[config.mk]
export PLATFORM = sky130hd
export DESIGN_NAME = platform_scheduler_flat
export DESIGN_NICKNAME = d
export VERILOG_FILES = /design/src/rtl/platform_scheduler_if.sv /design/src/rtl/platform_scheduler.sv /design/src/flat_wrapper.sv
export SDC_FILE = /design/constraint.sdc
export NUM_CORES = 1
export LEC_CHECK = 0
export CAP_MARGIN = 20
export CORE_MARGIN = 3
export CORE_UTILIZATION = 45
export CTS_BUF_LIST = sky130_fd_sc_hd__clkbuf_4 sky130_fd_sc_hd__clkbuf_8
export CTS_CLUSTER_DIAMETER = 40
export CTS_CLUSTER_SIZE = 25
export DETAILED_ROUTE_END_ITERATION = 16
export GPL_TIMING_DRIVEN = 0
export HOLD_SLACK_MARGIN = 0.06
export PLACE_DENSITY = 0.63
export SLEW_MARGIN = 20
export SYNTH_ARGS = -nofsm -noshare
export SYNTH_HDL_FRONTEND = slang
export SYNTH_SLANG_ARGS = --single-unit
[constraint.sdc]
create_clock -name clk -period 6.5 [get_ports clk]
set_input_delay 1.625 -clock clk [delete_from_list [all_inputs] [get_ports clk]]
set_output_delay 1.625 -clock clk [all_outputs]
set_load 0.02 [all_outputs]
[src/rtl/platform_scheduler_if.sv]
`default_nettype none
// ============================================================================
// Module      : platform_scheduler_if
// Description : Control/status bundle for the platform scheduler.
//               master : frame_start, start, stop, speed, rd_idx (driven)
//                        rd_type, scroll_offset, base_idx, busy,
//                        wrap_pulse, frame_count (observed)
//               slave  : the reverse direction, used by the scheduler.
// Revision    : 1.0 - initial release
// ============================================================================
interface platform_scheduler_if;
    logic        frame_start;
    logic        start;
    logic        stop;
    logic [3:0]  speed;
    logic [3:0]  rd_idx;
    logic [1:0]  rd_type;
    logic [6:0]  scroll_offset;
    logic [3:0]  base_idx;
    logic        busy;
    logic        wrap_pulse;
    logic [15:0] frame_count;

    modport master (
        output frame_start, start, stop, speed, rd_idx,
        input  rd_type, scroll_offset, base_idx, busy, wrap_pulse, frame_count
    );

    modport slave (
        input  frame_start, start, stop, speed, rd_idx,
        output rd_type, scroll_offset, base_idx, busy, wrap_pulse, frame_count
    );
endinterface
`default_nettype wire

[src/rtl/platform_scheduler.sv]
`default_nettype none
// ============================================================================
// Module      : platform_scheduler
// Description : Scrolling platform ring. Once per frame (frame_start in RUN)
//               the scroll offset advances by speed; when it passes PITCH
//               the bottom platform leaves, its slot is refilled with a new
//               type and the ring base advances.
// Ports       : clk, rst_n (async active-low)
//               bus (platform_scheduler_if.slave):
//                 in : frame_start, start, stop, speed[3:0], rd_idx[3:0]
//                 out: rd_type[1:0], scroll_offset[6:0], base_idx[3:0],
//                      busy, wrap_pulse, frame_count[15:0]
// Config      : PLATFORM_SCHEDULER_LFSR_EN - new types come from a 16-bit
//               LFSR; otherwise they follow (top type + 1) mod 3.
// Revision    : 1.0 - initial release
// ============================================================================
module platform_scheduler #(
    parameter int          N_PLATFORMS = 10,
    parameter int          PITCH       = 83,
    parameter logic [15:0] SEED        = 16'hACE1
) (
    input  logic                  clk,
    input  logic                  rst_n,
    platform_scheduler_if.slave   bus
);

    localparam logic [1:0] c_IDLE   = 2'd0;
    localparam logic [1:0] c_RUN    = 2'd1;
    localparam logic [1:0] c_UPDATE = 2'd2;
    localparam logic [1:0] c_WRAP   = 2'd3;

    logic [1:0]  r_state;
    logic [1:0]  w_next_state;
    logic [6:0]  r_scroll_offset;
    logic [3:0]  r_base_idx;
    logic [15:0] r_frame_count;
    logic        r_stop_latch;
    logic [1:0]  r_table [N_PLATFORMS];

    logic [7:0]  w_sum;
    logic        w_sum_wraps;
    logic        w_stop_req;
    logic [3:0]  w_base_next;
    logic [1:0]  w_new_type;
    logic [4:0]  w_rd_sum;
    logic [3:0]  w_rd_slot;

    assign w_sum       = {1'b0, r_scroll_offset} + {4'd0, bus.speed};
    assign w_sum_wraps = (w_sum >= 8'(PITCH));
    assign w_stop_req  = bus.stop | r_stop_latch;
    assign w_base_next = (r_base_idx == 4'(N_PLATFORMS - 1)) ? 4'd0 : r_base_idx + 4'd1;

    // ---------------- state register ----------------
    always_ff @(posedge clk or negedge rst_n) begin
        if (!rst_n) begin
            r_state <= c_IDLE;
        end else begin
            r_state <= w_next_state;
        end
    end

    // ---------------- next-state logic ----------------
    always_comb begin
        w_next_state = r_state;
        case (r_state)
            c_IDLE:   if (bus.start) w_next_state = c_RUN;
            c_RUN: begin
                if (bus.stop)             w_next_state = c_IDLE;
                else if (bus.frame_start) w_next_state = c_UPDATE;
            end
            c_UPDATE: begin
                if (w_sum_wraps)     w_next_state = c_WRAP;
                else if (w_stop_req) w_next_state = c_IDLE;
                else                 w_next_state = c_RUN;
            end
            c_WRAP:   w_next_state = w_stop_req ? c_IDLE : c_RUN;
            default:  w_next_state = c_IDLE;
        endcase
    end

    // ---------------- state-decoded outputs ----------------
    always_comb begin
        bus.busy       = (r_state != c_IDLE);
        bus.wrap_pulse = (r_state == c_WRAP);
    end

    // ---------------- datapath ----------------
    // The stop latch only needs to carry a stop seen in UPDATE across the
    // following WRAP cycle; every other path consumes stop directly.
    always_ff @(posedge clk or negedge rst_n) begin
        if (!rst_n) begin
            r_scroll_offset <= 7'd0;
            r_base_idx      <= 4'd0;
            r_frame_count   <= 16'd0;
            r_stop_latch    <= 1'b0;
            for (int i = 0; i < N_PLATFORMS; i++) begin
                r_table[i] <= 2'(i % 3);
            end
        end else begin
            r_stop_latch <= (r_state == c_UPDATE) && w_sum_wraps && bus.stop;
            if (r_state == c_UPDATE) begin
                r_frame_count   <= r_frame_count + 16'd1;
                r_scroll_offset <= w_sum_wraps ? 7'(w_sum - 8'(PITCH)) : w_sum[6:0];
            end
            if (r_state == c_WRAP) begin
                r_table[r_base_idx] <= w_new_type;
                r_base_idx          <= w_base_next;
            end
        end
    end

`ifdef PLATFORM_SCHEDULER_LFSR_EN
    logic [15:0] r_lfsr;
    logic        w_lfsr_fb;

    // Fibonacci taps 16,14,13,11
    assign w_lfsr_fb = r_lfsr[15] ^ r_lfsr[13] ^ r_lfsr[12] ^ r_lfsr[10];

    always_ff @(posedge clk or negedge rst_n) begin
        if (!rst_n) begin
            r_lfsr <= SEED;
        end else if (r_state == c_WRAP) begin
            r_lfsr <= {r_lfsr[14:0], w_lfsr_fb};
        end
    end

    // Fold the value 3 back into the 0..2 type range using the next bit pair.
    assign w_new_type = (r_lfsr[1:0] != 2'd3) ? r_lfsr[1:0] :
                        ((r_lfsr[3:2] == 2'd3) ? 2'd0 : r_lfsr[3:2]);
`else
    logic [3:0] w_top_slot;

    // The top of the display is the slot just below base in ring order.
    assign w_top_slot = (r_base_idx == 4'd0) ? 4'(N_PLATFORMS - 1) : r_base_idx - 4'd1;
    assign w_new_type = (r_table[w_top_slot] == 2'd2) ? 2'd0 : r_table[w_top_slot] + 2'd1;
`endif

    // ---------------- display-relative read ----------------
    assign w_rd_sum  = {1'b0, r_base_idx} + {1'b0, bus.rd_idx};
    assign w_rd_slot = (w_rd_sum >= 5'(N_PLATFORMS)) ? 4'(w_rd_sum - 5'(N_PLATFORMS))
                                                     : w_rd_sum[3:0];
    assign bus.rd_type = (bus.rd_idx >= 4'(N_PLATFORMS)) ? 2'd0 : r_table[w_rd_slot];

    assign bus.scroll_offset = r_scroll_offset;
    assign bus.base_idx      = r_base_idx;
    assign bus.frame_count   = r_frame_count;

endmodule
`default_nettype wire

[src/flat_wrapper.sv]
// flat-port wrapper written by rule: the top's interface ports become plain ports
module platform_scheduler_flat 
#(
    parameter int          N_PLATFORMS = 10,
    parameter int          PITCH       = 83,
    parameter logic [15:0] SEED        = 16'hACE1
)
  (clk, rst_n, bus_frame_start, bus_start, bus_stop, bus_speed, bus_rd_idx, bus_rd_type, bus_scroll_offset, bus_base_idx, bus_busy, bus_wrap_pulse, bus_frame_count);
  platform_scheduler_if bus_i ();
  input  logic clk;
  input  logic rst_n;
  input wire logic [$bits(bus_i.frame_start)-1:0] bus_frame_start;
  input wire logic [$bits(bus_i.start)-1:0] bus_start;
  input wire logic [$bits(bus_i.stop)-1:0] bus_stop;
  input wire logic [$bits(bus_i.speed)-1:0] bus_speed;
  input wire logic [$bits(bus_i.rd_idx)-1:0] bus_rd_idx;
  output wire logic [$bits(bus_i.rd_type)-1:0] bus_rd_type;
  output wire logic [$bits(bus_i.scroll_offset)-1:0] bus_scroll_offset;
  output wire logic [$bits(bus_i.base_idx)-1:0] bus_base_idx;
  output wire logic [$bits(bus_i.busy)-1:0] bus_busy;
  output wire logic [$bits(bus_i.wrap_pulse)-1:0] bus_wrap_pulse;
  output wire logic [$bits(bus_i.frame_count)-1:0] bus_frame_count;
  assign bus_i.frame_start = bus_frame_start;
  assign bus_i.start = bus_start;
  assign bus_i.stop = bus_stop;
  assign bus_i.speed = bus_speed;
  assign bus_i.rd_idx = bus_rd_idx;
  assign bus_rd_type = bus_i.rd_type;
  assign bus_scroll_offset = bus_i.scroll_offset;
  assign bus_base_idx = bus_i.base_idx;
  assign bus_busy = bus_i.busy;
  assign bus_wrap_pulse = bus_i.wrap_pulse;
  assign bus_frame_count = bus_i.frame_count;
  platform_scheduler #(.N_PLATFORMS(N_PLATFORMS), .PITCH(PITCH), .SEED(SEED)) u_core (.clk(clk), .rst_n(rst_n), .bus(bus_i));
endmodule
==> flow_summary_export.csv <==
group,metric,value,unit
clock_network,insertion_delay,0.31,ns
logic_synthesis,synthAdderAreaFrac,4.98,%
final_layout,fin_area,0.00426,sq mm
logic_synthesis,synth_area_leaders,"dfrtp_1 31%, mux4_2 5.0%, dfstp_2 4.4%",
drt,routed-wl-met3,394,um
clock_network,cts_max_path_buffers,2,
clock_network,h-tree-depth,2,
clock_network,cts_root_buf,"clkbuf_8",
critical_path,r2r_slack,3.55,ns
die,die_w,95.1,um
min_path,min_from,"u_core.bus.frame_count[15]$_DFFE_PN0P_",
clock_network,clk_pin_slew_worst_paths,0.09,ns
sta,min_period,6.14,ns
sta,fin_worst_skew,0.0152,ns
global_route,grt_max_degree,51,
logic_synthesis,synth_top_area_share,30.9,%
die,core-area,0.00749,sq mm
final_layout,antennaDiodeCount,0,
final_layout,syn2layout_area_growth,19.5,%
drt,drt-met1-wl,3990,um
placement,place.gp.congestion,0.891,
critical_path,slowest_stage,"fa_2",
logic_synthesis,syn-cell-area,0.00357,sq mm
logic_synthesis,synthXorXnorAreaFrac,5.61,%
placement,placed_area,0.00412,sq mm
global_route,overflow,0,
drt,drtAntennaViolNets,0,
die,die_h,95.1,um
power_and_ir_drop,leakage,1.81,nW
sta,post-route-period-util,94.5,%
logic_synthesis,synth_area_per_cell,10.1,sq um
drt,drc,0,
critical_path,r2r-start,"u_core.bus.scroll_offset[0]$_DFFE_PN0P_",
final_layout,drive_gt1_share,16.7,%
drt,wl,8640,um
logic_synthesis,synth_cell_types,69,
logic_synthesis,synth_top_family_by_area,"compound AO/OA/AOI/OAI gates",
logic_synthesis,syn_nets,380,
sta,setup_tns,0,ns
logic_synthesis,synth_compound_area_share,19.6,%
die,top_level_ports,44,
final_layout,nets,431,
critical_path,arrival,4.52,ns
drt,drt_first_pass_iters,5,
sta,worst_pin_slew,0.702,ns
sta,max_freq,0.163,GHz
logic_synthesis,muxShareOfSynthArea,13.4,%
global_route,grt_pass1_vias,2836,
global_route,grt_util_all_layers,20.2,%
logic_synthesis,synth_flop_cell,"dfrtp_1",
critical_path,cp.required,4.88,ns
sta,setup_violations,0,
final_layout,final_cells,505,
logic_synthesis,synthSimpleGateAreaFrac,18.2,%
critical_path,crit_path_frequent_cell,"ha_1",
die,die_area,0.00903,sq mm
logic_synthesis,synth_edf_count,0,
sta,finalMaxSlewViolations,0,
sta,max_slew_margin,52.8,%
status,outcome,"finished, final reports clean",
drt,topRoutingLayerUsed,"met4",
drt,met2_length,4170,um
logic_synthesis,ys_seq_elements,50,
drt,wl_per_cell,17.1,um
clock_network,tritoncts,"yes",
global_route,grt_pass1_wl,14300,um
critical_path,critPathLaunchType,"primary input",
clock_network,clock-sinks,50,
logic_synthesis,synth_common_cells,"44 x dfrtp_1, 32 x nand2_1, 21 x nand3_1, 21 x nor2_1, 18 x o21ai_0",
critical_path,crit_chain,"clkdlybuf4s50_1 > ha_1 > fa_2 > inv_1 > ha_1 > o21a_1 > o211ai_1 > a21boi_0 > a211o_1 > a32o_1 > dlymetal6s2s_1",
logic_synthesis,async_reset_ff_share,100,%
sta,hold_violations,0,
placement,place_hpwl,6360,um
power_and_ir_drop,power-per-cell-area,444,mW/mm^2
die,initial_core_util,47.7,%
critical_path,r2r_end,"u_core.bus.scroll_offset[3]$_DFFE_PN0P_",
min_path,hp-class,"flop to flop",
power_and_ir_drop,peakVddDrop,0.000269,V
clock_network,cts_buffers,5,
critical_path,rr_worst_depth,8,
drt,first_iter_violations,143,
critical_path,critPathMaxStageDelay,0.63,ns
logic_synthesis,ys_warn_count,0,
logic_synthesis,netlist_instances,354,
logic_synthesis,yosysSeqAreaShare,35.3,%
critical_path,path_class,"primary input to output pin",
min_path,min_path_cells,1,
critical_path,critPathMaxFanout,8,
critical_path,worst_setup_path_end_kind,"output pin",
logic_synthesis,synthMostInstantiatedCell,"dfrtp_1",
logic_synthesis,yosys.area.top_type,"dfrtp_1",
placement,place_inst,496,
drt,viasPerCell,5.92,
clock_network,hold_buffers,0,
die,rows,31,
global_route,antenna_found_initial,0,
run,maxCapViolations,0,
sta,rsz0062_at_grt,"false",
drt,vias,2989,
placement,portBuffers,43,
min_path,hold_end,"u_core.bus.frame_count[15]$_DFFE_PN0P_",
stage by stage:
step	total power [mW]	hold WS (ns)	worst slack, ns	util (%)
floorplan	1.33	0.463	0.858	-
global placement	1.64	0.460	-0.293	55.1
detailed placement	1.65	0.463	-0.314	55.0
CTS	1.91	0.480	0.0422	56.9
global route	2.04	0.500	0.210	56.9
finish	1.89	0.479	0.357	56.9
worst max path at each step:
stage / from / endpoint / slack [ns] / cells after the start
after global routing: bus_rd_idx[0] / bus_rd_type[1] / 0.21 / 11
after CTS: bus_rd_idx[0] / bus_rd_type[1] / 0.04 / 11
after global placement: bus_rd_idx[0] / bus_rd_type[1] / -0.29 / 12
final: bus_rd_idx[0] / bus_rd_type[1] / 0.36 / 11
after floorplan: bus_rd_idx[0] / bus_rd_type[0] / 0.86 / 10
after detailed placement: bus_rd_idx[0] / bus_rd_type[1] / -0.31 / 12
timing repair:
action                                  4_1_cts  5_1_grt
buffers inserted                              2        0
pin swaps                                     2        1
endpoints found under the setup margin        2        2
resized for setup                             2        2
metal layers:
| metal | global-route usage (%) | up-vias |
|---|---|---|
| met5 | 0 | - |
| met4 | 5.29 | 0 |
| met2 | 34.0 | 86 |
| met3 | 3.47 | 4 |
| li1 | - | 1436 |
| met1 | 26.9 | 1463 |
placed cells by master (no fill, tap or decap), drive strengths merged, types with 4 or more instances in the layout:
cell type	synthesis	final
nand3	21	21
mux2i	5	5
o31ai	7	7
and3	5	5
clkbuf	7	11
dfstp	6	6
o21ai	22	22
nand3b	4	4
xor2	6	6
nand2b	7	7
nor3	10	10
nand4	5	5
clkdlybuf4s50	0	40
buf	6	9
a211o	4	4
xnor2	16	16
nand2	32	32
nor2	21	21
inv	10	11
ha	11	11
mux4	8	8
a21oi	12	12
mux2	20	20
a211oi	8	8
dfrtp	44	44
cell families (layout without fill, tap and decap cells):
group | count (synthesis) | after routing
mux | 33 | 33
compound gates | 88 | 88
buf+inv | 23 | 75
fa+ha+maj | 13 | 13
xor+xnor | 22 | 22
simple gates | 125 | 125
flops | 50 | 50
power breakdown:
group | internal [mW] | switching, mW | total, mW
combinational | 0.521 | 0.660 | 1.18
clock | 0.116 | 0.112 | 0.227
sequential | 0.388 | 0.0968 | 0.484
total | 1.02 | 0.868 | 1.89
flip-flops by register name, summed over array words and instances, names as in the netlist:
| signal | flops |
|---|---|
| u_core.bus.base_idx | 4 |
| u_core.bus.frame_count | 16 |
| u_core.r_stop_latch | 1 |
| u_core.r_state | 2 |
| u_core.r_table | 20 |
| u_core.bus.scroll_offset | 7 |
critical path: cells and delay by family:
family / cells / cell delay, ns
compound gates: 5 / 1.11
fa+ha+maj: 3 / 1.11
buf+inv: 3 / 0.67
area by class of cell:
type                       count  area, sq um
sequential                    50         1260
clock buffer                   5         68.8
multi-input combinational    281         2220
timing repair buffer          45          448
buffer                        12         63.8
inverter                      10         37.5
fill                         670         3220
tap                           99          124
clock inverter                 3         43.8
Note: power is estimated with default switching activity, not from simulation.
